<file path="config.mk">
export PLATFORM = sky130hd
export DESIGN_NAME = periph_bus_arbiter
export DESIGN_NICKNAME = d
export VERILOG_FILES = /design/src/rtl/periph_bus_arbiter.sv
export SDC_FILE = /design/constraint.sdc
export NUM_CORES = 1
export LEC_CHECK = 0
export BUFFER_PORTS_ARGS = -buffer_cell sky130_fd_sc_hd__buf_2
export CAP_MARGIN = 25
export CORE_AREA = 2 2 134 136
export CTS_CLUSTER_SIZE = 10
export DETAILED_ROUTE_END_ITERATION = 10
export DIE_AREA = 0 0 136 138
export PLACE_DENSITY = 0.59
export SLEW_MARGIN = 20
export SYNTH_ARGS = -nofsm -noshare
export SYNTH_HDL_FRONTEND = slang
export SYNTH_SLANG_ARGS = --single-unit
</file>
<file path="constraint.sdc">
create_clock -name sys_clk -period 2 [get_ports sys_clk]
set_clock_uncertainty 0.05 [all_clocks]
set_input_delay 0.2 -clock sys_clk [delete_from_list [all_inputs] [get_ports sys_clk]]
set_output_delay 0.2 -clock sys_clk [all_outputs]
set_load 0.05 [all_outputs]
</file>
<file path="src/rtl/periph_bus_arbiter.sv">
// Round-robin two-master, one-slave arbiter for the valid/ready peripheral bus.
// One transaction in flight at a time. A watchdog ends slave accesses that stall.
module periph_bus_arbiter #(
  parameter int unsigned ADDR_WIDTH     = 31,
  parameter int unsigned TIMEOUT_CYCLES = 256,
  parameter logic [31:0] ERR_RDATA      = 32'hDEAD_BEEF
) (
  input  logic                  sys_clk,
  input  logic                  rst_n,
  // master 0
  input  logic                  m0_valid,
  input  logic [ADDR_WIDTH-1:0] m0_addr,
  input  logic                  m0_write,
  input  logic [31:0]           m0_wdata,
  input  logic [3:0]            m0_wstrb,
  output logic [31:0]           m0_rdata,
  output logic                  m0_ready,
  // master 1
  input  logic                  m1_valid,
  input  logic [ADDR_WIDTH-1:0] m1_addr,
  input  logic                  m1_write,
  input  logic [31:0]           m1_wdata,
  input  logic [3:0]            m1_wstrb,
  output logic [31:0]           m1_rdata,
  output logic                  m1_ready,
  // slave
  output logic                  s_valid,
  output logic [ADDR_WIDTH-1:0] s_addr,
  output logic                  s_write,
  output logic [31:0]           s_wdata,
  output logic [3:0]            s_wstrb,
  input  logic [31:0]           s_rdata,
  input  logic                  s_ready,
  // status
  output logic                  busy,
  output logic                  timeout_pulse,
  output logic                  err_sticky,
  output logic [ADDR_WIDTH-1:0] err_addr
);

  typedef enum logic [1:0] {StIdle, StGrant0, StGrant1, StTerm} state_e;

  localparam logic [15:0] TmoLast = 16'(TIMEOUT_CYCLES - 1);

  state_e                state_q, state_d;
  logic                  last_grant_q, last_grant_d;
  logic [15:0]           tmo_cnt_q, tmo_cnt_d;
  logic                  term_master_q, term_master_d;
  logic                  err_sticky_q, err_sticky_d;
  logic [ADDR_WIDTH-1:0] err_addr_q, err_addr_d;

  // Currently selected master's request fields.
  logic                  sel;
  logic                  cur_valid;
  logic [ADDR_WIDTH-1:0] cur_addr;
  logic                  cur_write;
  logic [31:0]           cur_wdata;
  logic [3:0]            cur_wstrb;

  always_comb begin
    sel       = (state_q == StGrant1);
    cur_valid = sel ? m1_valid : m0_valid;
    cur_addr  = sel ? m1_addr  : m0_addr;
    cur_write = sel ? m1_write : m0_write;
    cur_wdata = sel ? m1_wdata : m0_wdata;
    cur_wstrb = sel ? m1_wstrb : m0_wstrb;
  end

  always_comb begin
    state_d       = state_q;
    last_grant_d  = last_grant_q;
    tmo_cnt_d     = tmo_cnt_q;
    term_master_d = term_master_q;
    err_sticky_d  = err_sticky_q;
    err_addr_d    = err_addr_q;

    s_valid       = 1'b0;
    s_addr        = '0;
    s_write       = 1'b0;
    s_wdata       = '0;
    s_wstrb       = '0;
    m0_ready      = 1'b0;
    m1_ready      = 1'b0;
    m0_rdata      = '0;
    m1_rdata      = '0;
    timeout_pulse = 1'b0;

    unique case (state_q)
      StIdle: begin
        if (m0_valid && m1_valid) begin
          // Tie goes to whoever was not served last.
          if (last_grant_q) begin
            state_d      = StGrant0;
            last_grant_d = 1'b0;
          end else begin
            state_d      = StGrant1;
            last_grant_d = 1'b1;
          end
        end else if (m0_valid) begin
          state_d      = StGrant0;
          last_grant_d = 1'b0;
        end else if (m1_valid) begin
          state_d      = StGrant1;
          last_grant_d = 1'b1;
        end
      end

      StGrant0, StGrant1: begin
        s_valid = cur_valid;
        s_addr  = cur_addr;
        s_write = cur_write;
        s_wdata = cur_wdata;
        s_wstrb = cur_wstrb;
        if (sel) begin
          m1_ready = s_ready & cur_valid;
          m1_rdata = s_rdata;
        end else begin
          m0_ready = s_ready & cur_valid;
          m0_rdata = s_rdata;
        end

        if (!cur_valid) begin
          // Master withdrew its request: abandon without completing.
          state_d   = StIdle;
          tmo_cnt_d = '0;
        end else if (s_ready) begin
          state_d   = StIdle;
          tmo_cnt_d = '0;
        end else if (tmo_cnt_q == TmoLast) begin
          state_d       = StTerm;
          term_master_d = sel;
          err_addr_d    = cur_addr;
          err_sticky_d  = 1'b1;
          tmo_cnt_d     = '0;
        end else begin
          tmo_cnt_d = tmo_cnt_q + 16'd1;
        end
      end

      StTerm: begin
        timeout_pulse = 1'b1;
        if (term_master_q) begin
          m1_ready = 1'b1;
          m1_rdata = ERR_RDATA;
        end else begin
          m0_ready = 1'b1;
          m0_rdata = ERR_RDATA;
        end
        tmo_cnt_d = '0;
        state_d   = StIdle;
      end

      default: state_d = StIdle;
    endcase
  end

  always_ff @(posedge sys_clk or negedge rst_n) begin
    if (!rst_n) begin
      state_q       <= StIdle;
      last_grant_q  <= 1'b1;
      tmo_cnt_q     <= '0;
      term_master_q <= 1'b0;
      err_sticky_q  <= 1'b0;
      err_addr_q    <= '0;
    end else begin
      state_q       <= state_d;
      last_grant_q  <= last_grant_d;
      tmo_cnt_q     <= tmo_cnt_d;
      term_master_q <= term_master_d;
      err_sticky_q  <= err_sticky_d;
      err_addr_q    <= err_addr_d;
    end
  end

  assign busy       = (state_q != StIdle);
  assign err_sticky = err_sticky_q;
  assign err_addr   = err_addr_q;

endmodule

</file>
==> flow_metrics.py, run 1 <==
metrics = {
    "routing": {
        "drc": 0,
        "antenna_left": 0,
        "drt_first_pass_iters": 4,
        "drt_iter0_markers": 177,
        "finalWirelength_um": 18900,
        "vias_per_cell": 4.74,
        "vias": 5142,
        "wl_per_cell_um": 17.5,
    },
    "final_layout": {
        "mostFrequentLayoutCells": "buf_2, buf_6, nor2b_2",
        "finalNetCount": 1032,
        "final_common_cell": "buf_2",
        "stdcell_count": 1084,
        "antennaDiodeCount": 0,
        "drive_gt1_frac": 0.756,
        "area_delta_synth_final_pct": 122,
        "design_area_um2": 9030,
    },
    "clocking": {
        "cts.path.max_buffers": 2,
        "cts_buffers": 5,
        "cts_sinks": 52,
        "clock_latency_ns": 0.29,
        "path_clk_slew_ns": 0.07,
        "cts_root_buf": "clkbuf_16",
        "cts_tree": "yes",
        "htreeDepth": 2,
    },
    "setup_path": {
        "reg2reg_to": "err_addr[18]",
        "cp.required_ns": 1.75,
        "rr_startpoint": "state_q[0]",
        "r2r_setup_slack_ns": 0.05,
        "startpoint": "state_q[1]",
        "cpPeakStageDelay_ns": 0.44,
        "arrival_ns": 1.90,
        "crit_fanout": 8,
        "worstSetupPathType": "reg -> out",
        "cp_common_cell": "buf_12",
        "ff2ff_path_depth": 7,
        "startpoint_type": "flip-flop",
        "crit_chain": "ha_4 -> buf_12 -> buf_12 -> buf_16 -> mux2i_4 -> nor2b_2 -> buf_6",
        "critPathCaptureType": "primary output",
        "cp_slowest_cell": "dfrtp_2",
    },
    "hold_path": {
        "hp-class": "in -> reg",
        "hold_start": "m0_valid",
        "whs_path_depth": 2,
        "whs_endpoint": "last_grant_q",
    },
    "timing": {
        "tightest_slew_ns": 0.536,
        "maxSlewViolCount": 0,
        "rsz0062_at_grt": "yes",
        "fmax_mhz": 465,
        "slew_headroom": 0.642,
        "hold_violations": 0,
        "fin_crit_ns": 2.15,
        "fin_crit_sh": 1.08,
        "worst_slack_ns": -0.153,
        "setup_viol": 126,
    },
    "place": {
        "port-buffer-count": 341,
        "place_inst": 1044,
        "hpwl_um": 12600,
        "place.gp.congestion": 0.817,
        "dp_slack_ns": 0.0137,
        "dpl_cell_area_um2": 6810,
    },
    "floorplanning": {
        "ioPinCount": 342,
        "die_y_um": 138,
        "core-area_um2": 17500,
        "fp-row-count": 49,
        "dieArea_um2": 18800,
        "start_util": 0.232,
        "fp.dieW_um": 136,
    },
    "synth": {
        "synth_area_um2": 4060,
        "ys.flop_type": "dfrtp_1",
        "ys_async_sr_fraction": 1.00,
        "ys_seq_area_frac": 0.321,
        "ys_ff_latch": 52,
        "synth_edf_count": 0,
        "yosysWarningCount": 0,
        "synth.avg_cell_area_um2": 8.78,
        "synth_nets": 641,
        "synthCells": 463,
        "ys_types": 43,
    },
    "grt": {
        "grt_pass1_vias": 5141,
        "antenna_found_initial": 0,
        "grt_pass1_wl_um": 27200,
        "grtUsageTotal": 0.182,
        "grt_max_degree": 34,
        "overflow": 0,
    },
    "power_and_ir_drop": {
        "peakVddDrop_v": 0.00157,
        "cellLeakagePower_nw": 4.40,
        "power_density_nw_per_um2": 1870,
    },
    "run_status": {
        "violations": "setup timing",
        "status": "complete, but fails checks",
    },
    "job": {
        "drv_cap": 0,
    },
}
state kept, by name, summed over array words and instances, names as in the netlist:
name,count
last_grant_q,1
term_master_q,1
err_addr,31
err_sticky,1
tmo_cnt_q,16
state_q,2
per-stage QoR:
step           utilization  hold slack [ns]  total power, mW  TNS [ns]
2_1_floorplan            -           -0.146             9.32     -1.61
3_3_place_gp         0.388            0.166             11.7         0
3_5_place_dp         0.388            0.154             11.8         0
4_1_cts              0.469           0.0723             15.7    -12.22
5_1_grt              0.515           0.0901             17.5    -21.79
6_report             0.515           0.0721             16.9    -11.66
repair_timing:
| item | CTS | global route |
|---|---|---|
| setup buffers | 4 | 15 |
| gates cloned | 6 | 6 |
| hold buffers | 1 | 0 |
| pin swaps | 3 | 5 |
| gates resized for setup | 291 | 135 |
| setup endpoints to repair | 136 | 171 |
| endpoints found under the hold margin | 19 | 0 |
metal layers:
| metal | track usage | part of all wire |
|---|---|---|
| met1 | 0.215 | 0.39 |
| met2 | 0.327 | 0.53 |
| met3 | 0.0425 | 0.059 |
| met4 | 0.0461 | 0.021 |
| met5 | 0 | 0 |
power by group:
| part | switching (mW) | leakage, nW | internal (mW) |
|---|---|---|---|
| logic | 8.29 | 3.60 | 6.50 |
| clock network | 0.389 | 0.0808 | 0.590 |
| registers | 0.0384 | 0.718 | 1.10 |
| total | 8.72 | 4.40 | 8.19 |
how the worst max path moves through the flow:
stage / depth (start not counted) / end
6_report: 7 / s_addr[30]
5_1_grt: 8 / s_addr[30]
4_1_cts: 7 / s_addr[20]
3_5_place_dp: 6 / err_addr[0]
3_3_place_gp: 7 / s_addr[21]
2_1_floorplan: 7 / s_wdata[22]
worst max-delay path, delay by kind of cell (launching register included):
family,cells,cell delay [ns]
mux,1,0.20
simple gates,1,0.15
flops,1,0.44
fa+ha+maj,1,0.19
buf+inv,4,0.62
cell usage after synthesis, types with 6 or more instances:
library cell,count,area [um2]
a21o_1,48,360
and2_1,10,62.6
and3_1,10,62.6
buf_2,18,90.1
clkbuf_1,21,78.8
dfrtp_1,51,1280
mux2i_1,69,691
nand2_1,9,33.8
nand3_1,6,30.0
nor2_1,15,56.3
nor2b_1,72,450
o21ai_0,6,30.0
o21ai_1,60,300
xnor2_1,7,61.3
kinds of logic after synthesis:
group	synth area share
mux	0.173
buf+inv	0.0483
flops	0.321
xor+xnor	0.0216
compound gates	0.196
fa+ha+maj	0.0154
simple gates	0.226
final cells by class:
| cell class | instances | area, um2 |
|---|---|---|
| tap | 229 | 287 |
| sequential | 52 | 1300 |
| inverter | 4 | 15.0 |
| timing repair buffer | 425 | 3690 |
| fill | 1553 | 8510 |
| clock buffer | 6 | 129 |
| multi-input combinational | 366 | 3570 |
| clock inverter | 2 | 35.0 |
No activity file was read; power rests on OpenSTA's default activity.
==> run 2, diff against run 1 <==
--- a/config.mk
+++ b/config.mk
@@ -11,7 +11,9 @@
 export CTS_CLUSTER_SIZE = 10
 export DETAILED_ROUTE_END_ITERATION = 10
 export DIE_AREA = 0 0 136 138
+export MAX_ROUTING_LAYER = met4
 export PLACE_DENSITY = 0.59
+export REMOVE_ABC_BUFFERS = 1
 export SLEW_MARGIN = 20
 export SYNTH_ARGS = -nofsm -noshare
 export SYNTH_HDL_FRONTEND = slang
==> flow_metrics.py, run 2 (synthesized netlist as in run 1, its figures left out) <==
metrics = {
    "setup_path": {
        "worstSetupPathType": "reg -> out",
        "critPathCaptureType": "primary output",
        "arrival_ns": 1.90,
        "cpPeakStageDelay_ns": 0.39,
        "crit_chain": "inv_2 -> ha_4 -> buf_12 -> buf_12 -> buf_16 -> mux2i_4 -> nor2b_2 -> buf_12",
        "startpoint_type": "flip-flop",
        "cp.required_ns": 1.75,
        "cp_common_cell": "buf_12",
        "crit_fanout": 5,
        "cp_slowest_cell": "dfrtp_1",
    },
    "routing": {
        "vias_per_cell": 4.62,
        "wl_per_cell_um": 17.1,
        "drt_first_pass_iters": 4,
        "drt_iter0_markers": 141,
        "vias": 4967,
        "antenna_left": 0,
        "finalWirelength_um": 18400,
        "drc": 0,
    },
    "timing": {
        "maxSlewViolCount": 0,
        "slew_headroom": 0.714,
        "fin_crit_sh": 1.08,
        "tightest_slew_ns": 0.429,
        "setup_viol": 121,
        "rsz0062_at_grt": "yes",
        "hold_violations": 0,
        "fmax_mhz": 465,
        "fin_crit_ns": 2.15,
        "worst_slack_ns": -0.152,
    },
    "floorplanning": {
        "die_y_um": 138,
        "fp.dieW_um": 136,
        "dieArea_um2": 18800,
        "core-area_um2": 17500,
        "start_util": 0.232,
        "ioPinCount": 342,
        "fp-row-count": 49,
    },
    "clocking": {
        "htreeDepth": 2,
        "cts_root_buf": "clkbuf_16",
        "clock_latency_ns": 0.30,
        "path_clk_slew_ns": 0.07,
        "cts.path.max_buffers": 2,
        "cts_sinks": 52,
        "cts_buffers": 5,
        "cts_tree": "yes",
    },
    "place": {
        "dpl_cell_area_um2": 6410,
        "port-buffer-count": 341,
        "place.gp.congestion": 0.858,
        "hpwl_um": 13100,
    },
    "power_and_ir_drop": {
        "cellLeakagePower_nw": 4.35,
        "peakVddDrop_v": 0.00161,
        "power_density_nw_per_um2": 1860,
    },
    "hold_path": {
        "hp-class": "in -> reg",
    },
    "final_layout": {
        "final_util": 0.487,
        "area_delta_synth_final_pct": 110,
        "final_common_cell": "buf_2",
        "finalNetCount": 1023,
        "largest_register_ff_count": 31,
        "drive_gt1_frac": 0.648,
        "design_area_um2": 8540,
        "mostFrequentLayoutCells": "buf_2, buf_6, buf_4",
    },
    "grt": {
        "overflow": 0,
        "grt_pass1_wl_um": 26600,
        "antenna_found_initial": 1,
        "grt_pass1_vias": 4828,
        "grtUsageTotal": 0.186,
        "grt_max_degree": 39,
    },
    "job": {
        "drv_cap": 0,
    },
    "run_status": {
        "violations": "setup timing",
        "status": "complete, but fails checks",
    },
}
## run 2: what timing repair did
action	CTS	global route
pin swaps	1	25
endpoints found under the setup margin	135	172
endpoints found under the hold margin	15	0
hold buffers	1	0
resized for setup	272	144
cloned	4	7
setup buffers	6	17
## run 2: layout make-up
class                   instances  area, um2
diodes                          1       2.50
clock buffers                   5        125
clock inverters                 3       21.3
fillers                      1627       9000
inverters                       4       15.0
multi-input cells             366       3260
flip-flops and latches         52       1300
well taps                     229        287
repair buffers                416       3520
## run 2: worst paths after layout
kind | startpoint | endpoint | slack, ns | cells after the start
max reg2reg | state_q[1] | err_addr[29] | 0 | 7
min reg2reg | err_sticky | err_sticky | 0.44 | 1
max | state_q[0] | s_wdata[28] | -0.15 | 8
min in group asynchronous | rst_n | tmo_cnt_q[10] | 0.32 | 2
min | m0_valid | last_grant_q | 0.11 | 2
max in group asynchronous | rst_n | err_addr[3] | 0.94 | 3
## run 2: worst max-delay path, delay by kind of cell, from the launching register on
kind                       cells  cell delay [ns]
muxes                          1             0.26
adders and majority gates      1             0.21
and+or+nand+nor                1             0.08
DFF                            1             0.39
buffers and inverters          5             0.66
## run 2: power by group
group	internal, mW	leakage [nW]	switching (mW)
logic	5.80	3.56	8.06
clock network	0.467	0.0702	0.418
registers	1.10	0.720	0.0383
## run 2: metrics by stage
stage	setup TNS (ns)	power [mW]	hold WS (ns)	instances	setup slack [ns]
5_1_grt	-23.67	16.5	0.101	1076	-0.225
4_1_cts	-10.17	14.6	0.0742	1051	-0.144
3_5_place_dp	0	11.4	0.111	1033	0.00709
6_report	-10.61	15.9	0.109	1076	-0.152
3_3_place_gp	0	11.4	0.109	1033	0.0379
2_1_floorplan	-454.21	8.41	-0.146	422	-3.05
## run 2: routing by layer
metal / vias up / track usage / share of wire
li1: 2409 / - / -
met1: 2360 / 0.215 / 0.40
met2: 171 / 0.333 / 0.53
met3: 27 / 0.0282 / 0.042
met4: 0 / 0.0499 / 0.026
met5: - / - / 0
==> run 3, diff against run 2 <==
--- a/config.mk
+++ b/config.mk
@@ -7,12 +7,13 @@
 export LEC_CHECK = 0
 export BUFFER_PORTS_ARGS = -buffer_cell sky130_fd_sc_hd__buf_2
 export CAP_MARGIN = 25
-export CORE_AREA = 2 2 134 136
+export CORE_AREA = 2 2 133 135
 export CTS_CLUSTER_SIZE = 10
 export DETAILED_ROUTE_END_ITERATION = 10
-export DIE_AREA = 0 0 136 138
+export DIE_AREA = 0 0 135 137
+export GPL_TIMING_DRIVEN = 0
 export MAX_ROUTING_LAYER = met4
-export PLACE_DENSITY = 0.59
+export PLACE_DENSITY = 0.57
 export REMOVE_ABC_BUFFERS = 1
 export SLEW_MARGIN = 20
 export SYNTH_ARGS = -nofsm -noshare
==> constraint.sdc (replaced) <==
create_clock -name sys_clk -period 2.5 [get_ports sys_clk]
set_clock_uncertainty 0.05 [all_clocks]
set_input_delay 0.25 -clock sys_clk [delete_from_list [all_inputs] [get_ports sys_clk]]
set_output_delay 0.25 -clock sys_clk [all_outputs]
set_load 0.05 [all_outputs]
==> flow_metrics.py, run 3 (synthesized netlist as in run 1, its figures left out) <==
metrics = {
    "run_status": {
        "status": "completed",
    },
    "timing": {
        "fin_crit_ns": 2.35,
        "setup_viol": 0,
        "fmax_mhz": 425,
        "maxSlewViolCount": 0,
        "rsz0062_at_grt": "no",
        "slew_headroom": 0.538,
        "timing.hold.ws_ns": 0.139,
        "fin_crit_sh": 0.941,
        "tightest_slew_ns": 0.694,
        "hold_violations": 0,
    },
    "power_and_ir_drop": {
        "p_comb_frac": 0.826,
        "power_mw": 9.84,
        "peakVddDrop_v": 0.000935,
        "switchingPower_mw": 6.25,
        "cellLeakagePower_nw": 3.76,
        "power_frac_clock": 0.080,
        "p_sw_frac": 0.635,
        "power_density_nw_per_um2": 1540,
        "p_int_mw": 3.59,
        "seq_power_share": 0.094,
    },
    "final_layout": {
        "n_fill_cell": 1842,
        "final_common_cell": "buf_2",
        "antennaDiodeCount": 0,
        "mostFrequentLayoutCells": "buf_2, nor2b_1, mux2i_1",
        "largest_register_ff_count": 31,
        "drive_gt1_frac": 0.492,
        "area_delta_synth_final_pct": 57.1,
        "finalNetCount": 967,
    },
    "setup_path": {
        "cp_num_buf_inv": 3,
        "cp_common_cell": "inv_1",
        "crit_fanout": 25,
        "critPathCaptureType": "primary output",
        "cp_top_family": "buffers and inverters",
        "cp.required_ns": 2.20,
        "cpPeakStageDelay_ns": 0.45,
        "cp_slowest_cell": "dfrtp_2",
        "startpoint_type": "flip-flop",
        "arrival_ns": 2.05,
        "crit_chain": "inv_1 -> ha_4 -> inv_1 -> and3_4 -> a31o_2 -> buf_2",
        "worstSetupPathType": "reg -> out",
    },
    "routing": {
        "finalWirelength_um": 16900,
        "drt_iter0_markers": 258,
        "antenna_left": 0,
        "wl_per_cell_um": 16.7,
        "vias": 4643,
        "vias_per_cell": 4.57,
        "drc": 0,
        "drt_first_pass_iters": 4,
    },
    "floorplanning": {
        "ioPinCount": 342,
        "start_util": 0.238,
        "core-area_um2": 17100,
        "dieArea_um2": 18500,
        "fp.dieW_um": 135,
        "die_y_um": 137,
        "fp-row-count": 48,
    },
    "clocking": {
        "htreeDepth": 2,
        "cts_buffers": 5,
        "path_clk_slew_ns": 0.07,
        "cts_root_buf": "clkbuf_16",
        "cts.path.max_buffers": 2,
        "cts_sinks": 52,
        "cts_tree": "yes",
        "clock_latency_ns": 0.29,
    },
    "grt": {
        "grtUsageTotal": 0.172,
        "grt_max_degree": 53,
        "antenna_found_initial": 0,
        "grt_pass1_vias": 4203,
        "grt_pass1_wl_um": 24000,
        "overflow": 0,
    },
    "hold_path": {
        "hp-class": "in -> reg",
    },
    "place": {
        "hpwl_um": 12400,
        "port-buffer-count": 341,
        "place.gp.congestion": 0.771,
    },
    "job": {
        "drv_cap": 0,
    },
}
[run 3: cell count changes in the layout (fill, tap and decap cells not counted), moves of 15 or more]
cell / before / now
mux2i_4: 32 / 1
nor2b_1: 44 / 70
buf_12: 17 / 2
nor2b_2: 27 / 1
buf_6: 118 / 4
o21ai_1: 33 / 60
buf_2: 210 / 337
o21ai_2: 29 / 0
mux2i_1: 27 / 68
buf_4: 53 / 6
[run 3: what timing repair did]
| item | CTS | global route |
|---|---|---|
| hold endpoints to repair | 51 | 0 |
| gates cloned | 2 | 2 |
| pin swaps | 3 | 2 |
| gates resized for setup | 9 | 9 |
| hold buffers | 1 | 0 |
| setup buffers | 5 | 3 |
| setup endpoints to repair | 156 | 55 |
[run 3: power by group through the flow]
stage	registers (mW)	logic (mW)	clock network, mW
after floorplan	0.921	5.92	0
after detailed placement	0.932	7.69	0
after global routing	0.928	8.50	0.839
after global placement	0.929	7.18	0
final	0.921	8.13	0.787
after CTS	0.918	8.05	0.811
[run 3: layer usage]
layer,global-route usage,vias up,wire [um]
li1,-,2289,-
met1,0.221,2165,7160
met2,0.285,172,8670
met3,0.0252,17,790
met4,0.0434,0,323
met5,-,-,0
[run 3: path summary, 6_finish.rpt]
kind,from,end,slack (ns),cells after the start
max reg2reg,state_q[1],err_addr[0],0.27,6
max in group asynchronous,rst_n,state_q[1],1.40,2
max,state_q[1],m1_ready,0.15,6
min reg2reg,err_sticky,err_sticky,0.44,1
min,m0_valid,last_grant_q,0.14,2
min in group asynchronous,rst_n,err_sticky,0.50,2
[run 3: cell type report]
class | instances | area (um2) | area share
Clock buffer | 6 | 129 | 0.0202
Clock inverter | 2 | 35.0 | 0.00549
Inverter | 4 | 15.0 | 0.00235
Multi-Input combinational cell | 369 | 2670 | 0.418
Sequential cell | 52 | 1300 | 0.204
Tap cell | 225 | 282 | 0.0441
Timing Repair Buffer | 357 | 1950 | 0.306
[run 3: metrics by stage]
stage | TNS, ns | utilization | setup WS [ns] | instances | area, um2
2_1_floorplan | -367.96 | - | -2.60 | 422 | 3880
3_3_place_gp | -552.03 | 0.344 | -3.93 | 988 | 5870
3_5_place_dp | -24.07 | 0.353 | -0.449 | 994 | 6020
4_1_cts | 0 | 0.370 | 0.00776 | 1010 | 6300
5_1_grt | 0 | 0.374 | 0.0475 | 1015 | 6380
6_report | 0 | 0.374 | 0.148 | 1015 | 6380
